<file path="src/rtl/nibble_pkg.sv">
`default_nettype none
// +----------------------------------------------------------------------+
// | Package  : nibble_pkg                                                |
// | Purpose  : Shared types and constants for the nibble deserializer.   |
// | Revision : 1.0  initial release                                      |
// +----------------------------------------------------------------------+
package nibble_pkg;

  localparam int NIB_W = 4;

  typedef logic [NIB_W-1:0] nibble_t;

  typedef enum logic [0:0] {
    IDLE  = 1'b0,
    SHIFT = 1'b1
  } nib_state_t;

endpackage
`default_nettype wire

</file>
<file path="src/rtl/nibble_deser.sv">
`default_nettype none
// +----------------------------------------------------------------------+
// | Module   : nibble_deser                                              |
// | Purpose  : Assembles a framed serial bit stream into 4-bit nibbles,  |
// |            flags framing errors, counts delivered nibbles.           |
// | Revision : 1.0  initial release                                      |
// +----------------------------------------------------------------------+
module nibble_deser
  import nibble_pkg::*;
#(
  parameter int MSB_FIRST = 1,
  parameter int GAP_MAX   = 8,
  parameter int CNT_W     = 8
) (
  input  logic             clk,
  input  logic             rst_n,
  input  logic             sdata,
  input  logic             svalid,
  input  logic             sof,
  output nibble_t          nib_out,
  output logic             nib_valid,
  output logic             frame_err,
  output logic [CNT_W-1:0] nib_cnt
);

  localparam int               GAP_W   = $clog2(GAP_MAX + 1);
  localparam logic [GAP_W-1:0] GAP_LIM = GAP_W'(GAP_MAX);

  nib_state_t       state, state_n;
  logic [1:0]       bit_idx, bit_idx_n;
  logic [GAP_W-1:0] gap, gap_n;
  nibble_t          shreg, shreg_n;
  nibble_t          nib_out_n;
  logic             nib_valid_n;
  logic             frame_err_n;
  logic [CNT_W-1:0] nib_cnt_n;
  nibble_t          assembled;

  // Drop serial bit k into its lane; for 2-bit k, 3-k is simply ~k.
  function automatic nibble_t place(input nibble_t cur, input logic [1:0] k,
                                    input logic b);
    nibble_t r;
    r = cur;
    if (MSB_FIRST != 0) r[~k] = b;
    else                r[k]  = b;
    return r;
  endfunction

  // State and output registers; reset discards any partial nibble.
  always_ff @(posedge clk or negedge rst_n) begin
    if (!rst_n) begin
      state     <= IDLE;
      bit_idx   <= 2'd0;
      gap       <= '0;
      shreg     <= '0;
      nib_out   <= '0;
      nib_valid <= 1'b0;
      frame_err <= 1'b0;
      nib_cnt   <= '0;
    end else begin
      state     <= state_n;
      bit_idx   <= bit_idx_n;
      gap       <= gap_n;
      shreg     <= shreg_n;
      nib_out   <= nib_out_n;
      nib_valid <= nib_valid_n;
      frame_err <= frame_err_n;
      nib_cnt   <= nib_cnt_n;
    end
  end

  // Next-state: framing, bit assembly, gap timeout and nibble delivery.
  always_comb begin
    state_n     = state;
    bit_idx_n   = bit_idx;
    gap_n       = gap;
    shreg_n     = shreg;
    nib_out_n   = nib_out;
    nib_valid_n = 1'b0;
    frame_err_n = 1'b0;
    nib_cnt_n   = nib_cnt;
    assembled   = '0;

    case (state)
      IDLE: begin
        if (svalid && sof) begin
          shreg_n   = place('0, 2'd0, sdata);
          bit_idx_n = 2'd1;
          gap_n     = '0;
          state_n   = SHIFT;
        end
      end

      SHIFT: begin
        if (svalid) begin
          gap_n = '0;
          if (sof && (bit_idx != 2'd0)) begin
            // Resync: the partial nibble is dropped, this bit restarts.
            frame_err_n = 1'b1;
            shreg_n     = place('0, 2'd0, sdata);
            bit_idx_n   = 2'd1;
          end else begin
            // A fresh nibble starts from a clean register.
            assembled = place((bit_idx == 2'd0) ? nibble_t'('0) : shreg,
                              bit_idx, sdata);
            shreg_n   = assembled;
            bit_idx_n = bit_idx + 2'd1;
            if (bit_idx == 2'd3) begin
              nib_out_n   = assembled;
              nib_valid_n = 1'b1;
              if (nib_cnt != {CNT_W{1'b1}}) nib_cnt_n = nib_cnt + CNT_W'(1);
            end
          end
        end else if ((gap + GAP_W'(1)) == GAP_LIM) begin
          // Stream went quiet too long: abandon, and flag if mid-nibble.
          state_n     = IDLE;
          bit_idx_n   = 2'd0;
          gap_n       = '0;
          frame_err_n = (bit_idx != 2'd0);
        end else begin
          gap_n = gap + GAP_W'(1);
        end
      end

      default: state_n = IDLE;
    endcase
  end

endmodule
`default_nettype wire
</file>
<file path="config.mk">
export PLATFORM = sky130hd
export DESIGN_NAME = nibble_deser
export DESIGN_NICKNAME = d
export VERILOG_FILES = /design/src/rtl/nibble_pkg.sv /design/src/rtl/nibble_deser.sv
export SDC_FILE = /design/constraint.sdc
export NUM_CORES = 1
export LEC_CHECK = 0
export ABC_CLOCK_PERIOD_IN_PS = 2000
export BUFFER_PORTS_ARGS = -buffer_cell sky130_fd_sc_hd__buf_2
export CORE_ASPECT_RATIO = 0.9
export CORE_MARGIN = 5
export CORE_UTILIZATION = 55
export DETAILED_ROUTE_END_ITERATION = 8
export PLACE_DENSITY = 0.84
export SYNTH_ARGS = -nofsm -noshare
export SYNTH_HDL_FRONTEND = slang
export SYNTH_SLANG_ARGS = --single-unit
</file>
<file path="constraint.sdc">
create_clock -name clk -period 2 [get_ports clk]
set_clock_uncertainty 0.2 [all_clocks]
set_input_delay 0 -clock clk [delete_from_list [all_inputs] [get_ports clk]]
set_output_delay 0 -clock clk [all_outputs]
set_load 0.02 [all_outputs]
</file>
==> out/metrics.csv, run 1 <==
stage,metric,value,unit
worst_setup_path,r2r setup slk,0.05,ns
worst_hold_path,Worst Hold Class,reg2reg,
final_layout,# fillers,173,
final_layout,share of cells above drive strength 1,25.5,%
run_status,status,"finished, final reports clean",
yosys,Syn. warnings,0,
placed_design,port bufs,18,
routing,Iteration-0 DRC Markers,45,
yosys,most used flip-flop cell after synthesis,dfrtp_1,
timing,Slew Limit Fails,0,
timing,min cycle time layout,1.95,ns
final_layout,Area Growth Syn to Fin,16.7,%
routing,Pre-Repair DR Iteration Count,4,
floorplan,row cnt,16,
timing,Worst-Margin Slew,1.08,ns
power_and_ir_drop,peak supply drop,0.000652,V
yosys,Synth Cell Area,1330,um^2
final_layout,final design utilization,69.1,%
global_route,largest net degree at the start of global routing,25,
clock_network,Num CTS Buffers,3,
floorplan,initial core utilization,59.2,%
timing,Hold WS,0.297,ns
yosys,"FF+latch count, synth",24,
timing,fmax,512,MHz
job,Max-cap violations,0,
placed_design,dpl cells,170,
yosys,sequential-to-total area share from yosys stat,45.2,%
worst_setup_path,Worst Setup Path Type,reg2reg,
worst_hold_path,Min-Delay Endpoint,nib_out[2],
yosys,"count leader, synth",dfrtp_1,
final_layout,fin area,1550,um^2
yosys,cells taking the most area after synthesis,"dfrtp_1 45%, ha_1 6.6%, nand2_1 4.0%",
worst_setup_path,startpoint types,flip-flop,
floorplan,total die area,3500,um^2
routing,Avg WL per Cell,14.9,um
worst_setup_path,Worst EP required,2.02,ns
floorplan,Die W,61.8,um
yosys,Syn Nets,139,
routing,Post-route DRC,0,
worst_setup_path,crit-path cells,"inv_1, ha_1, nand2b_2, nand3_4, nor3_2, mux2_2",
clock_network,clk sinks,24,
placed_design,half-perimeter wire length after placement,1940,um
yosys,Yosys top cell by area,dfrtp_1,
floorplan,Die Ht,56.6,um
worst_setup_path,crit-path max FO,13,
routing,total number of vias,1021,
power_and_ir_drop,Pwr Density,1020,nW/um^2
global_route,GR Overflow Total,0,
worst_setup_path,RR Endpoint,nib_cnt[7],
global_route,first-pass GRT wire length,4400,um
clock_network,# H-tree levels,1,
worst_setup_path,Critical Path AT,1.97,ns
power_and_ir_drop,leakage power,0.755,nW
clock_network,clock root cell,clkbuf_4,
clock_network,Skew-Pair Late Insertion Delay,0.32,ns
timing,final setup fails,0,
placed_design,GPL Wtd Cong,0.857,
timing,RSZ-0062 raised after global routing,yes,
placed_design,Placed Area,1430,um^2
yosys,Yosys cell types,39,
routing,vias per inst,5.67,
global_route,vias in the first global route,970,
timing,Final Hold Vio Count,0,
yosys,"EDFF count, synth",0,
worst_setup_path,reg2reg start,bit_idx[0],
worst_setup_path,CP max-delay cell,dfrtp_1,
global_route,initial antenna violation count,0,
worst_setup_path,CP max stage delay,0.43,ns
routing,routed wire length,2680,um
worst_hold_path,beginning of the worst hold path,nib_out[2],
final_layout,"non-filler cells, final",180,
worst_setup_path,CP Launch Point,bit_idx[0],
floorplan,core area,2240,um^2
floorplan,Ports,19,
worst_setup_path,Setup crit end kind,flip-flop,
clock_network,clock buffer depth,2,
final_layout,Post-layout nets,166,
clock_network,"Reg clk slew, reported paths",0.14,ns
timing,fin crit share,97.6,%
yosys,Post-Synthesis Cells,127,
clock_network,CTS tree,built,
yosys,Syn Area/Cell,10.5,um^2
yosys,share of the synthesized area in the top cell type,45.2,%
final_layout,antenna cells,0,
yosys,fraction of registers with async set or reset after synthesis,100,%
worst_hold_path,WHS Path Cells,2,
global_route,Tot GR Track Use,16.6,%
timing,slew margin rel.,27.8,%
yosys,Post-synth top cells,"24 x dfrtp_1, 14 x nand2_1, 10 x o21ai_0",
routing,Final ANT Viol Nets,0,
worst_setup_path,Reg2Reg Depth,6,
-- final cells by class --
cell class	count	area (um^2)	area share, %
Multi-Input combinational cell	94	681	43.9
Inverter	5	18.8	1.21
Clock buffer	3	22.5	1.45
Clock inverter	1	30.0	1.94
Timing Repair Buffer	26	163	10.5
Tap cell	27	33.8	2.18
Sequential cell	24	601	38.8
-- worst max-delay path by stage --
stage / endpoint / slack [ns] / cells past startpoint
floorplan: nib_cnt[7] / 0.15 / 7
global placement: nib_cnt[7] / 0.15 / 6
detailed placement: nib_cnt[7] / 0.03 / 6
CTS: nib_cnt[7] / 0.004 / 6
global route: nib_cnt[7] / -0.02 / 6
finish: nib_cnt[7] / 0.05 / 6
-- metal layers --
| layer | up-vias | wire [um] | global-route usage (%) |
|---|---|---|---|
| li1 | 509 | - | - |
| met1 | 483 | 1250 | 24.2 |
| met2 | 24 | 1280 | 24.7 |
| met3 | 5 | 109 | 3.44 |
| met4 | 0 | 34 | 4.55 |
| met5 | - | 0 | 0 |
-- sequential cells by signal (all words and copies together) (netlist names) --
signal	cells
bit_idx	2
nib_valid	1
gap	4
frame_err	1
state	1
shreg	3
nib_out	4
nib_cnt	8
-- placed cells by master (no fill, tap or decap), types with 5 or more instances in the layout --
cell           count
buf_2             18
nor2_1             8
o21ai_0           10
inv_1              5
nand2_1           14
dfrtp_1           24
dlygate4sd3_1      5
nand3_1            5
a21oi_1            6
ha_1               7
-- critical path, delay by kind of cell (launching register included) --
family | cells | cell delay, ns
adder cells (fa/ha/maj) | 1 | 0.18
buffers and inverters | 1 | 0.13
flip-flops | 1 | 0.43
multiplexers | 1 | 0.35
AND/OR/NAND/NOR | 3 | 0.56
-- through the flow --
stage               TNS (ns)  total power, W  setup WS, ns
floorplan                  0         0.00106         0.147
global placement           0         0.00120         0.147
detailed placement         0         0.00123        0.0266
CTS                        0         0.00159       0.00436
global route         -0.0214         0.00169       -0.0214
finish                     0         0.00158        0.0484
-- where the power goes --
part	internal [W]	total, W	leakage, nW	switching (W)
clock	0.000203	0.000349	0.0279	0.000146
combinational	0.000220	0.000544	0.416	0.000325
sequential	0.000591	0.000689	0.311	0.0000973
-- timing repair --
action / CTS / global route
setup buffers: 0 / 1
gates resized for setup: 0 / 2
endpoints found under the setup margin: 0 / 3
hold endpoints to repair: 37 / 0
hold buffers: 5 / 0
-- kinds of logic after synthesis --
logic type / count (synthesis) / synth area share, %
buffers and inverters: 9 / 3.96
xor gates and xnor gates: 6 / 3.96
muxes: 6 / 5.09
DFF: 24 / 45.2
adders and majority gates: 7 / 6.60
AOI/OAI and AO/OA: 28 / 14.0
and+or+nand+nor: 47 / 21.2
Note: power is estimated with default switching activity, not from simulation.
==> inputs of run 2 (changes only) <==
--- a/config.mk
+++ b/config.mk
@@ -9,9 +9,9 @@
 export BUFFER_PORTS_ARGS = -buffer_cell sky130_fd_sc_hd__buf_2
 export CORE_ASPECT_RATIO = 0.9
 export CORE_MARGIN = 5
-export CORE_UTILIZATION = 55
+export CORE_UTILIZATION = 30
 export DETAILED_ROUTE_END_ITERATION = 8
-export PLACE_DENSITY = 0.84
+export PLACE_DENSITY = 0.54
 export SYNTH_ARGS = -nofsm -noshare
 export SYNTH_HDL_FRONTEND = slang
 export SYNTH_SLANG_ARGS = --single-unit
==> run 2 against run 1 <==
  * Critical path depth stayed put
  * Critical path type unchanged
  * Sequential cell count is the same
  * Sequential share of layout area down 1.2 points
  * Largest cell class unchanged
==> out/metrics.csv, run 2 (synthesis results as in run 1) <==
stage,metric,value,unit
floorplan,total die area,5860,um^2
placed_design,port bufs,18,
floorplan,core area,4370,um^2
timing,RSZ-0062 raised after global routing,no,
routing,routed wire length,2580,um
placed_design,DP Worst Slack,0.0735,ns
clock_network,Skew-Pair Late Insertion Delay,0.27,ns
floorplan,row cnt,23,
final_layout,most frequent cells in the layout,"24 x dfrtp_1, 18 x buf_2, 14 x nand2_1, 10 x o21ai_0, 8 x nor2_1",
final_layout,Post-layout nets,165,
routing,Final ANT Viol Nets,0,
power_and_ir_drop,peak supply drop,0.000312,V
global_route,GR Overflow Total,0,
routing,Post-route DRC,0,
timing,Sum Neg Setup Slack,0,ns
final_layout,Storage cell area,601,um^2
final_layout,antenna cells,0,
timing,Final Hold Vio Count,0,
final_layout,area of the multi-input gates,679,um^2
timing,slew margin rel.,63.2,%
routing,Pre-Repair DR Iteration Count,4,
run_status,status,"finished, final reports clean",
timing,fin crit share,92.1,%
power_and_ir_drop,Pwr Density,1030,nW/um^2
worst_setup_path,Critical Path AT,1.81,ns
final_layout,Largest register FFs,8,
global_route,Tot GR Track Use,9.95,%
routing,Avg WL per Cell,12.1,um
timing,Worst Slack Setup Final,0.158,ns
global_route,largest net degree at the start of global routing,25,
timing,Slew Limit Fails,0,
floorplan,initial core utilization,30.3,%
global_route,initial antenna violation count,0,
clock_network,# H-tree levels,1,
clock_network,clk sinks,24,
worst_setup_path,Worst Setup Path Type,reg2reg,
worst_setup_path,startpoint types,flip-flop,
routing,vias per inst,4.66,
worst_setup_path,Setup crit end kind,flip-flop,
global_route,first-pass GRT wire length,4560,um
final_layout,biggest regs,"nib_cnt: 8 flops, gap: 4 flops, nib_out: 4 flops",
final_layout,Area Growth Syn to Fin,20.5,%
routing,total number of vias,998,
floorplan,Die Ht,73.1,um
power_and_ir_drop,leakage power,0.757,nW
timing,fmax,543,MHz
worst_setup_path,Worst EP required,1.97,ns
clock_network,setup bufs post-CTS,0,
final_layout,share of cells above drive strength 1,26.3,%
worst_setup_path,crit-path max FO,7,
clock_network,Num CTS Buffers,3,
final_layout,Top reg by flops,nib_cnt,
final_layout,# fillers,459,
final_layout,"most common cell after layout, fill and taps aside",dfrtp_1,
timing,Worst-Margin Slew,0.553,ns
timing,min cycle time layout,1.84,ns
clock_network,clock root cell,clkbuf_8,
timing,final setup fails,0,
clock_network,"Reg clk slew, reported paths",0.09,ns
placed_design,half-perimeter wire length after placement,1920,um
floorplan,Die W,80.1,um
job,Max-cap violations,0,
routing,Iteration-0 DRC Markers,63,
global_route,vias in the first global route,989,
placed_design,GPL Wtd Cong,0.775,
floorplan,Ports,19,
clock_network,clock buffer depth,2,
worst_hold_path,Worst Hold Class,in2async,
clock_network,CTS tree,built,
## run 2: cell count changes in the layout (fill, tap and decap cells not counted), sizes merged
| cell | delta |
|---|---|
| dlygate4sd3 | -1 |
## run 2: timing repair
| action | 4_1_cts | 5_1_grt |
|---|---|---|
| setup endpoints to repair | 0 | 1 |
| hold buffers | 4 | 0 |
| resized for setup | 0 | 2 |
| endpoints found under the hold margin | 37 | 0 |
## run 2: power breakdown
group	total, W	internal, W	switching [W]	leakage (nW)
Sequential	0.000692	0.000592	0.000100	0.311
Clock	0.000431	0.000268	0.000163	0.0357
Combinational	0.000528	0.000214	0.000313	0.411
## run 2: critical path: stages (launching register included)
cell,delay (ns)
dfrtp_1,0.43
inv_2,0.10
ha_1,0.16
nand2b_2,0.15
nand3_4,0.13
nor3_2,0.21
mux2_2,0.35
## run 2: final cells by class
| class | count | share of cell area (%) |
|---|---|---|
| sequential | 24 | 37.5 |
| multi-input combinational | 94 | 42.5 |
| clock buffer | 3 | 2.58 |
| tap | 62 | 4.85 |
| timing repair buffer | 25 | 9.54 |
| clock inverter | 1 | 1.88 |
| inverter | 5 | 1.17 |
## run 2: path summary, 6_finish.rpt
kind / to / start / slack [ns] / cells past startpoint
hold reg to reg: nib_out[1] / nib_out[1] / 0.28 / 2
setup / recovery: nib_cnt[7] / bit_idx[0] / 0.16 / 6
hold / removal: nib_out[1] / rst_n / 0.04 / 2
setup reg to reg: nib_cnt[7] / bit_idx[0] / 0.16 / 6
max in group asynchronous: gap[3] / rst_n / 1.19 / 2
min in group clk: nib_out[1] / nib_out[1] / 0.28 / 2
## run 2: through the flow
step                power (W)  hold slack, ns  std cells  instance area [um^2]  utilization (%)
floorplan             0.00106          -0.496        127                  1330                -
global placement      0.00122          -0.169        206                  1480             33.9
detailed placement    0.00123          -0.165        206                  1480             33.9
CTS                   0.00168          0.0748        214                  1600             36.5
global route          0.00176           0.121        214                  1600             36.6
finish                0.00165          0.0434        214                  1600             36.6
## run 2: per-layer routing
layer	share of wire, %	global-route usage, %
met2	43	15.3
met5	0	0
met4	2.6	5.07
met3	3.7	2.35
met1	51	13.1
